**config.mk**
```make
export PLATFORM = sky130hd
export DESIGN_NAME = core_inst_seq
export DESIGN_NICKNAME = d
export VERILOG_FILES = /design/src/rtl/core_inst_seq.sv
export SDC_FILE = /design/constraint.sdc
export NUM_CORES = 1
export LEC_CHECK = 0
export CORE_ASPECT_RATIO = 0.6
export CORE_MARGIN = 4
export CORE_UTILIZATION = 52
export DETAILED_ROUTE_END_ITERATION = 10
export PLACE_DENSITY = 0.84
export RECOVER_POWER = 100
export SLEW_MARGIN = 15
export SYNTH_ARGS = -nofsm -noshare
export SYNTH_HDL_FRONTEND = slang
export SYNTH_SLANG_ARGS = --single-unit
```
**constraint.sdc**
```tcl
create_clock -name clk -period 4.75 [get_ports clk]
set_clock_uncertainty 0.1 [all_clocks]
set_input_delay 0.475 -clock clk [delete_from_list [all_inputs] [get_ports clk]]
set_output_delay 0.475 -clock clk [all_outputs]
set_load 0.02 [all_outputs]
```
**src/rtl/core_inst_seq.sv**
```systemverilog
// Instruction sequencer that walks one attention tile (K load, Q exec, drain, acc, div/norm).
// Optional column-combine support is enabled by defining CORE_SEQ_COL_COMBINE_EN.
module core_inst_seq #(
    parameter int COL      = 8,
    parameter int N_Q      = 8,
    parameter int PMEM_LAT = 1,
    parameter int SFP_LAT  = 1
) (
    input  logic        clk,
    input  logic        reset,
    input  logic        start,
    input  logic        o_valid,
    input  logic        mode_8b,
    output logic [26:0] inst,
    output logic        busy,
    output logic        done,
    output logic [2:0]  phase
);

    typedef enum logic [2:0] {
        IDLE   = 3'd0,
        KLOAD  = 3'd1,
        KDRAIN = 3'd2,
        EXEC   = 3'd3,
        DRAIN  = 3'd4,
        ACC    = 3'd5,
        DIV    = 3'd6,
        FIN    = 3'd7
    } state_t;

    localparam logic [4:0] COL_LAST  = 5'(COL - 1);
    localparam logic [4:0] NQ        = 5'(N_Q);
    localparam logic [4:0] NQ_LAST   = 5'(N_Q - 1);
    localparam logic [4:0] ACC_LAST  = 5'(N_Q + PMEM_LAT - 1);
    localparam logic [4:0] DLAT_BASE = 5'(PMEM_LAT + SFP_LAT);

    state_t      state_q, state_d;
    logic [4:0]  cnt_q, cnt_d;
    logic        wr_d;
    logic        comb_q, comb_d;
    logic [26:0] inst_d;
    logic [4:0]  div_lat;
    logic [4:0]  div_last;
    logic        start_ok;

    // A start during the done cycle is deliberately dropped.
    assign start_ok = (state_q == IDLE) && start && !done;

`ifdef CORE_SEQ_COL_COMBINE_EN
    assign comb_d = start_ok ? mode_8b : comb_q;
`else
    logic unused_mode;
    assign unused_mode = mode_8b;
    assign comb_d      = 1'b0;
`endif

    // The combine register adds one stage between the pmem read and the norm write.
    assign div_lat  = DLAT_BASE + {4'd0, comb_q};
    assign div_last = NQ + div_lat - 5'd1;

    always_comb begin
        state_d = state_q;
        cnt_d   = cnt_q;
        wr_d    = 1'b0;
        unique case (state_q)
            IDLE: if (start_ok) begin
                state_d = KLOAD;
                cnt_d   = '0;
            end
            KLOAD: if (cnt_q == COL_LAST) begin
                state_d = KDRAIN;
                cnt_d   = '0;
            end else begin
                cnt_d = cnt_q + 5'd1;
            end
            KDRAIN: begin
                state_d = EXEC;
                cnt_d   = '0;
            end
            EXEC: if (cnt_q == NQ_LAST) begin
                state_d = DRAIN;
                cnt_d   = '0;
            end else begin
                cnt_d = cnt_q + 5'd1;
            end
            DRAIN: if (cnt_q == NQ) begin
                state_d = ACC;
                cnt_d   = '0;
            end else if (o_valid) begin
                wr_d  = 1'b1;
                cnt_d = cnt_q + 5'd1;
            end
            ACC: if (cnt_q == ACC_LAST) begin
                state_d = DIV;
                cnt_d   = '0;
            end else begin
                cnt_d = cnt_q + 5'd1;
            end
            DIV: if (cnt_q == div_last) begin
                state_d = FIN;
                cnt_d   = '0;
            end else begin
                cnt_d = cnt_q + 5'd1;
            end
            FIN: begin
                state_d = IDLE;
                cnt_d   = '0;
            end
            default: begin
                state_d = IDLE;
                cnt_d   = '0;
            end
        endcase
    end

    // The word is built for the state being entered so it lines up with phase.
    always_comb begin
        inst_d = '0;
        case (state_d)
            KLOAD: begin
                inst_d[3]     = 1'b1;
                inst_d[6]     = 1'b1;
                inst_d[15:12] = cnt_d[3:0];
            end
            EXEC: begin
                inst_d[5]     = 1'b1;
                inst_d[7]     = 1'b1;
                inst_d[15:12] = cnt_d[3:0];
            end
            DRAIN: if (wr_d) begin
                inst_d[16]   = 1'b1;
                inst_d[0]    = 1'b1;
                inst_d[11:8] = cnt_q[3:0];
            end
            ACC: begin
                inst_d[18] = 1'b1;
                inst_d[17] = comb_q;
                if (cnt_d < NQ) begin
                    inst_d[1]    = 1'b1;
                    inst_d[11:8] = cnt_d[3:0];
                end
            end
            DIV: begin
                inst_d[17] = comb_q;
                if (cnt_d < NQ) begin
                    inst_d[1]    = 1'b1;
                    inst_d[19]   = 1'b1;
                    inst_d[20]   = 1'b1;
                    inst_d[11:8] = cnt_d[3:0];
                end
                if (cnt_d >= div_lat) begin
                    inst_d[22]    = 1'b1;
                    inst_d[26:23] = 4'(cnt_d - div_lat);
                end
            end
            default: inst_d = '0;
        endcase
    end

    always_ff @(posedge clk) begin
        if (reset) begin
            state_q <= IDLE;
            cnt_q   <= '0;
            comb_q  <= 1'b0;
            inst    <= '0;
            busy    <= 1'b0;
            done    <= 1'b0;
        end else begin
            state_q <= state_d;
            cnt_q   <= cnt_d;
            comb_q  <= comb_d;
            inst    <= inst_d;
            busy    <= (state_d != IDLE);
            done    <= (state_q == FIN);
        end
    end

    assign phase = state_q;

endmodule

```
==> flow_results.org, run 1 <==
** Status
- The run finished with clean final reports.

** Critical path
- Along the worst path, the maximum fanout reaches 9.
- Classification of the worst setup path :: flop to flop
- Data on the critical path arrives at its endpoint at 3.27 ns.
- The critical path goes through inv_1, ha_1, and4bb_1, nor3_1, or3_1, o2111a_1, nor2_1, ha_1, and2_0, and4bb_4, nor3b_1.
- CP endpoint kind :: flop
- The critical path runs through a total of 11 cells.
- Buffers and inverters on the worst path :: 1
- Max stage delay cell, worst path :: or3_1
- Worst setup SP type :: flop
- For this run, the slowest stage of the critical path takes around 0.46 ns.
- Data on the critical path is required at its endpoint by 4.85 ns.
- Counting cells, the worst reg-to-reg path comes to 11.
- In this design, the critical path's most frequently occurring cell is ha_1.
- Top cell family by delay on the critical path :: simple AND/OR/NAND/NOR gates

** Clock tree
- Root buffer cell :: clkbuf_8
- Max clock buf depth :: 2
- After clock tree synthesis, the repair step resized 0 gates.
- The clock drives 29 sinks.
- CTS tree :: done
- The H-tree generated during clock tree synthesis spans 2 levels.
- Hold buffer count at CTS :: 0
- For the worst-skew pair, the clock arrives at the later sink with an insertion delay of 0.29 ns.
- After clock tree synthesis, the clock-pin slew on the worst setup and hold paths is 0.07 ns.
- The number of clock buffers added by TritonCTS is 5.
- Buffers inserted by post-CTS timing repair :: 0

** Yosys
- Post-synth top flop :: dfxtp_1
- Area share of the largest cell type after synthesis :: 38.6%
- Netlist cell types :: 50
- Each instance of the synthesized netlist takes up on average between 9 and 10 sq um.
- Yosys warns :: 0
- Summed over all instances, the cell type with the most area after synthesis is dfxtp_1.
- Synthesized instance count :: 165
- FF+latch count, synth :: 29
- Post-Synthesis Cell Area :: between 1500 and 2000 sq um
- In the post-synthesis netlist, the biggest area contributors are dfxtp_1, nor2_1, ha_1.
- Share of flip-flops with an asynchronous set or reset after synthesis :: 0%
- Number of synthesized flops with an enable pin :: 0
- Portion of the post-synthesis area used by sequential elements :: 38.6%

** Die
- In this run the standard cell core region covers 2630 sq um.
- Initial standard-cell utilization of the core :: 57.3%
- The initialized floorplan defines 14 standard-cell rows.
- During I/O placement, the number of pins put on the boundary was 37.
- Die Span X :: 77.5 um
- The die is between 40 and 50 um tall.
- The die covers 3850 sq um.

** Power and ir drop
- Summed over all cells, the static leakage comes to about 0.74 nW.
- Net Sw Power :: 137 uW
- Combinational group share of total power :: 10.4%
- Net switching is 27.1% of the power.
- Clk network pwr share :: 39.4%
- Fraction of power consumed by sequential logic :: between 50% and 60%
- Maximum ir drop on the vdd rail :: 0.220 mV
- Cell-internal power :: 370 uW
- Total power per unit cell area :: 287 nW/um^2

** Drt
- After detailed routing, the average wire length per cell comes to 16.0 um.
- Met2 WL :: 1.61 mm
- Detail Route met3 WL :: 259 um
- Post-route met1 wirelength :: approximately 1.6 mm
- Number of remaining DRC errors :: 0
- Before antenna repair, the detailed router went through 4 iterations.
- Total routed wirelength :: 3.54 mm
- In this run, the number of DRC markers left after iteration 0 of detailed routing was between 90 and 100.
- The highest layer touched by signal routing is met4.
- Count of vias placed by the detailed router :: approximately 1,300
- In this run the remaining antenna-violating nets after routing total 0.
- Post-DR vias/cell :: 5.67

** Layout
- Cells with a size suffix above 1 make up 6.35% of the layout.
- Nets@finish :: 198
- The filler cells instantiated in the layout total 209.
- Antenna cell count :: 0
- The area growth from synthesis to layout is 17.3%.

** Timing
- Post-route setup TNS :: 0 ns
- Max-slew headroom :: 29.4%
- Maximum clock frequency :: 316 MHz
- In the post-route analysis, the smallest setup slack over all paths is 1.59 ns.
- Final period utilization :: 66.6%
- The final count of hold timing violations was 0.
- The number of max-slew violations in the final report is 0.
- Setup repair after global routing left no endpoint under its margin.
- For the pin with the worst max-slew slack, the measured transition is 1.04 ns.
- Counting I/O delays and the setup requirement, the final critical path takes 3.16 ns.
- Setup violations remaining at the end of the flow were counted as 0.

** Global route
- Entering global routing, the biggest net connects 20 pins.
- The number of global-route vias before repair was 1,241.
- The first global-routing pass estimated 6.02 mm of wire.
- Global routing used 19.9% of the available tracks across all layers.
- Summed over all layers, the global routing overflow is 0.
- Initial antenna violation count :: 0

** Min path
- Worst hold path stage count :: 2
- HP Class :: flop to flop

** Placement
- Post-detailed-placement half-perimeter wirelength :: approximately 2.7 mm
- Count of buffers from port buffering :: 31
- OpenSTA, run right after detailed placement, puts the worst setup slack at 1.49 ns.
- At the end of routability-driven placement, the weighted congestion stood at 0.898.

** Run
- The tool flagged a number of max-cap violations equal to 0.
## logic make-up after synthesis
family	share of synthesized area (%)
buffers and inverters	9.06
flip-flops	38.6
AND/OR/NAND/NOR	27.8
adder cells (fa/ha/maj)	4.16
other	0.249
XOR/XNOR	1.08
multiplexers	0.665
AO/OA/AOI/OAI	18.5
## worst reg2reg max path, stage by stage (launching register included)
cell and delay (ns):
dfxtp_1 0.39, inv_1 0.09, ha_1 0.14, and4bb_1 0.42
nor3_1 0.13, or3_1 0.46, o2111a_1 0.27, nor2_1 0.29
ha_1 0.20, and2_0 0.15, and4bb_4 0.25, nor3b_1 0.21
## cell type report
type	count	area, sq um	share of cell area (%)
tap	32	40.0	2.27
inverter	7	26.3	1.49
multi-input combinational	114	722	40.9
sequential	29	581	32.9
timing repair buffer	31	310	17.6
clock inverter	3	17.5	0.992
clock buffer	5	68.8	3.90
## worst paths after layout
kind | slack [ns] | start | to
min | 0.48 | cnt_q[1] | inst[9]
max reg2reg | 1.59 | cnt_q[0] | inst[25]
min reg2reg | 0.48 | cnt_q[1] | inst[9]
max | 1.59 | cnt_q[0] | inst[25]
## placed cells by master (no fill, tap or decap), types with 3 or more instances in the layout
master          n
dfxtp_1        29
conb_1          4
nor2_1         18
nor2b_1         5
dlygate4sd3_1  29
ha_1            5
a21oi_1         7
o21ai_0         9
or3_1           6
nand2_1         9
inv_1           7
clkbuf_8        5
nand2b_1        3
nor3_1          5
nand3_1         7
## registers in the layout, indices dropped and copies added, names as in the netlist
| name | count |
|---|---|
| busy | 1 |
| phase | 3 |
| cnt_q | 5 |
| inst | 19 |
| done | 1 |
## synth_stat cells (2+ instances only)
cell type	number
buf_4	8
and2_1	4
inv_1	7
nor2b_1	5
nand2_1	9
o21ai_0	6
o311a_1	2
clkbuf_1	5
dfxtp_1	29
nand2b_1	3
nor3b_2	2
o21ai_1	3
a31oi_1	2
nand3_1	7
or3_1	5
a21oi_1	7
nor3_1	4
ha_1	5
buf_2	4
nor2_1	18
## stage by stage
step                      hold WS, ns  cell area (sq um)  utilization [%]  total power [mW]  std cells
after CTS                       0.443               1840             70.1             0.516        221
after detailed placement        0.432               1760             66.9             0.320        213
after floorplan                 0.378               1520                -             0.304        168
final                           0.482               1770             67.2             0.507        221
after global routing            0.497               1770             67.2             0.532        221
after global placement          0.422               1760             66.9             0.318        213
## layer usage
layer / global-route usage (%) / vias to the layer above
li1: - / 617
met1: 25.7 / 584
met5: 0 / -
met2: 30.4 / 44
met4: 7.99 / 0
met3: 6.73 / 7
## power groups by stage
stage                     sequential, mW  combinational (mW)  clock (mW)
final                              0.254              0.0528       0.200
after global routing               0.255              0.0572       0.219
after CTS                          0.255              0.0594       0.202
after detailed placement           0.261              0.0590           0
after global placement             0.260              0.0579           0
after floorplan                    0.262              0.0426           0
Power figures use the tool's default switching activity.
==> run 2: changes to the inputs <==
CORE_UTILIZATION = 44   (was 52)
PLACE_DENSITY = 0.75   (was 0.84)
clock period = 2.8 ns   (was 4.75 ns; I/O delays follow)
==> run 2 against run 1 <==
  * Sequential share of layout area is 4.0 points lower
  * Clock-buffer cell count is 1 higher
  * Cell area is 14% higher
  * Core utilization is 5.4 points lower
  * Total power is 97% higher
  * Die area is 16% higher
  * Critical endpoint is now inst[26]
  * Critical path depth is 1 lower
  * Routed wire length is 6.6% higher
  * Worst hold slack worse by 0.076 ns
==> flow_results.org, run 2 (same netlist as run 1, synthesis figures left out) <==
** Status
- Status :: finished clean (unchanged)

** Drt
- The average vias per placed instance is 5.28 (was 5.67).
- Count of vias placed by the detailed router :: 1,315 (was 1,252)
- Total routed wirelength :: 3.78 mm (was 3.54 mm)
- The count of routing violations after the opening detailed-route iteration was 175 (was 94).
- The post-detailed-route count of antenna-violating nets was 0 (unchanged).
- Number of remaining DRC errors :: 0 (unchanged)
- Routed WL per cell :: 15.2 um (was 16.0 um)
- Number of optimization iterations in the first detailed-route pass :: 4 (unchanged)

** Layout
- Antenna cell count :: 0 (unchanged)
- Commonest cells after routing, fill and taps aside: dlygate4sd3_1, dfxtp_1, nor2_1, buf_4, nand2_1 (was dfxtp_1, dlygate4sd3_1, nor2_1, o21ai_0, nand2_1).
- The non-filler instance count after layout was 249 (was 221).
- The library cell used most frequently in the layout, excluding fill and tap cells, is dlygate4sd3_1.
- The layout cell share with drive strength beyond 1 is 18.6% (was 6.35%).
- The total number of nets in the final design is 213 (was 198).
- Layout overhead on the synthesized area :: 33.9% (was 17.3%)
- The number of flip-flops in the largest register is 19 (unchanged).
- Most flops, register :: inst (unchanged)

** Timing
- The worst hold margin came to 0.406 ns (was 0.482 ns).
- The minimum setup slack in the final design is 0.121 ns (was 1.59 ns).
- Post-route setup TNS :: 0 ns (unchanged)
- The minimum period implied by the final worst setup slack was 2.68 ns (was 3.16 ns).
- The achievable frequency was 373 MHz (was 316 MHz).
- Max-slew headroom :: 58.9% (was 29.4%)
- The number of max-slew violations in the final report came to 0 (unchanged).
- Final setup fails :: 0 (unchanged)
- The final cycle utilization of the critical path came to 95.7% (was 66.6%).
- The slew of the pin with the lowest slew margin was 0.611 ns (was 1.04 ns).
- The final count of hold timing violations is 0 (unchanged).

** Min path
- The source of the worst hold timing path is cnt_q[1] (unchanged).
- Worst hold path stage count :: 2 (unchanged)
- HP Class :: flop to flop (unchanged)
- The destination of the worst hold path is inst[9] (unchanged).

** Placement
- The final estimated routing congestion in global placement came to 0.939 (was 0.898).
- The count of buffers from port buffering was 31 (unchanged).
- Pre-CTS worst setup slack :: -0.0169 ns (was 1.49 ns)
- Placed Cells :: 241 (was 213)
- Post-detailed-placement half-perimeter wirelength :: 2.74 mm (was 2.67 mm)

** Die
- Die Span X :: 83.5 um (was 77.5 um)
- The initial standard-cell utilization of the core is 46.1% (was 57.3%).
- Count of pins on the block boundary :: 37 (unchanged)
- Full die area :: 4450 sq um (was 3850 sq um)
- The chip height came to 53.3 um (was 49.7 um).
- The area of the core was 3260 sq um (was 2630 sq um).
- # rows :: 16 (was 14)

** Critical path
- Worst reg2reg endpoint :: inst[26] (was inst[25])
- Data arrival time of the critical path :: 2.79 ns (was 3.27 ns)
- Max stage delay cell, worst path :: dfxtp_2 (was or3_1)
- Startpoint of the worst-slack reg-to-reg timing path :: cnt_q[0] (unchanged)
- Required time of the critical path :: 2.91 ns (was 4.85 ns)
- Largest fanout on the critical path :: 5 (was 9)
- The number of cells traversed by the worst register-to-register path is 10 (was 11).
- The longest individual stage delay on the worst path came to 0.35 ns (was 0.46 ns).
- WP depth :: 10 (was 11)
- Critical path's most frequent cell :: ha_1 (unchanged)
- Setup slack on the worst flop-to-flop path :: 0.12 ns (was 1.59 ns)
- The count of buffer and inverter cells on the critical path came to 1 (unchanged).
- The capturing element type of the critical path is a flop (unchanged).
- The critical path class was flop to flop (unchanged).
- The nature of the critical path startpoint is a flop (unchanged).
- The kind of cell adding the most delay to the critical path was simple AND/OR/NAND/NOR gates (unchanged).
- CP cell instances: ha_1, and4bb_2, nor3b_4, o31ai_1, a31oi_2, nor2_4, buf_4, ha_1, or2_2, a21oi_1 (was inv_1, ha_1, and4bb_1, nor3_1, or3_1, o2111a_1, nor2_1, ha_1, and2_0, and4bb_4, nor3b_1).

** Clock tree
- Worst-Skew Late Latency :: 0.29 ns (about the same)
- The clock edge transition at the registers on the reported setup and hold paths came to 0.07 ns (about the same).
- The number of buffers on the longest clock path was 2 (unchanged).
- TritonCTS Buffers :: 5 (unchanged)
- The cell chosen for the clock root is clkbuf_8 (unchanged).
- Buffers inserted by post-CTS timing repair :: 0 (unchanged)
- CTS tree :: done (unchanged)
- The total number of H-tree levels was 2 (unchanged).
- Number of clock sinks :: 29 (unchanged)

** Global route
- The number of global-route vias before repair was 1,244 (was 1,241).
- The residual overflow from global routing was 0 (unchanged).
- The global-route met1 utilization is 22.1% (was 25.7%).
- All-layer global routing usage :: 17.6% (was 19.9%)
- The global routing usage on met2 came to 26.1% (was 30.4%).
- Initial antenna violation count :: 0 (unchanged)
- GR Layer Usage met3 :: 7.47% (was 6.73%)
- The routing layer with the top usage in global route was met2 (unchanged).
- The maximum number of pins on one net before global-route repair is 14 (was 20).
- Global-route wire length before repair :: 5.91 mm (was 6.02 mm)

** Power and ir drop
- Power consumption :: 999 uW (was 507 uW)
- The static leakage is 0.864 nW (was 0.743 nW).
- The largest vdd supply drop was 0.364 mV (was 0.220 mV).
- The power density of the placed cells came to 495 nW/um^2 (was 287 nW/um^2).

** Run
- The max-capacitance violation count is 0 (unchanged).
==> run 2: metal layers <==
layer | wire length [um] | vias up
li1 | - | 645
met1 | 1760 | 616
met2 | 1680 | 48
met3 | 294 | 6
met4 | 47 | 0
met5 | 0 | -
==> run 2: through the flow <==
step           utilization, %  area [sq um]
2_1_floorplan               -          1520
3_3_place_gp             57.8          1890
3_5_place_dp             57.8          1890
4_1_cts                  61.5          2010
5_1_grt                  61.8          2020
6_report                 61.8          2020
==> run 2: area by class of cell <==
type,count,area (sq um)
clock buffers,6,82.6
fillers,294,1250
clock inverters,2,37.5
multi-input cells,114,811
well taps,45,56.3
flip-flops and latches,29,583
inverters,7,26.3
repair buffers,46,419
==> run 2: where the power goes <==
part	switching, mW	internal [mW]	leakage (nW)	total [mW]
Sequential	0.00839	0.421	0.236	0.429
Combinational	0.0642	0.0527	0.571	0.117
Clock	0.163	0.289	0.0574	0.452
Total	0.236	0.763	0.864	0.999
==> run 2: repair_timing <==
| item | CTS | global route |
|---|---|---|
| endpoints found under the setup margin | 0 | 5 |
| gates resized for setup | 0 | 8 |
| hold buffers | 0 | 0 |
==> run 2: worst max path at each step <==
stage / start / to / slack (ns)
after floorplan: cnt_q[0] / inst[25] / 0.14
after global placement: o_valid / inst[26] / 0.03
after detailed placement: o_valid / inst[25] / -0.02
after CTS: cnt_q[0] / inst[25] / 0.03
after global routing: cnt_q[1] / inst[25] / -0.03
final: cnt_q[0] / inst[26] / 0.12
==> run 2: worst min-delay path: stages, from the launching register on <==
cell	delay, ns
dfxtp_2	0.34
nand3_1	0.07
o21ai_1	0.06
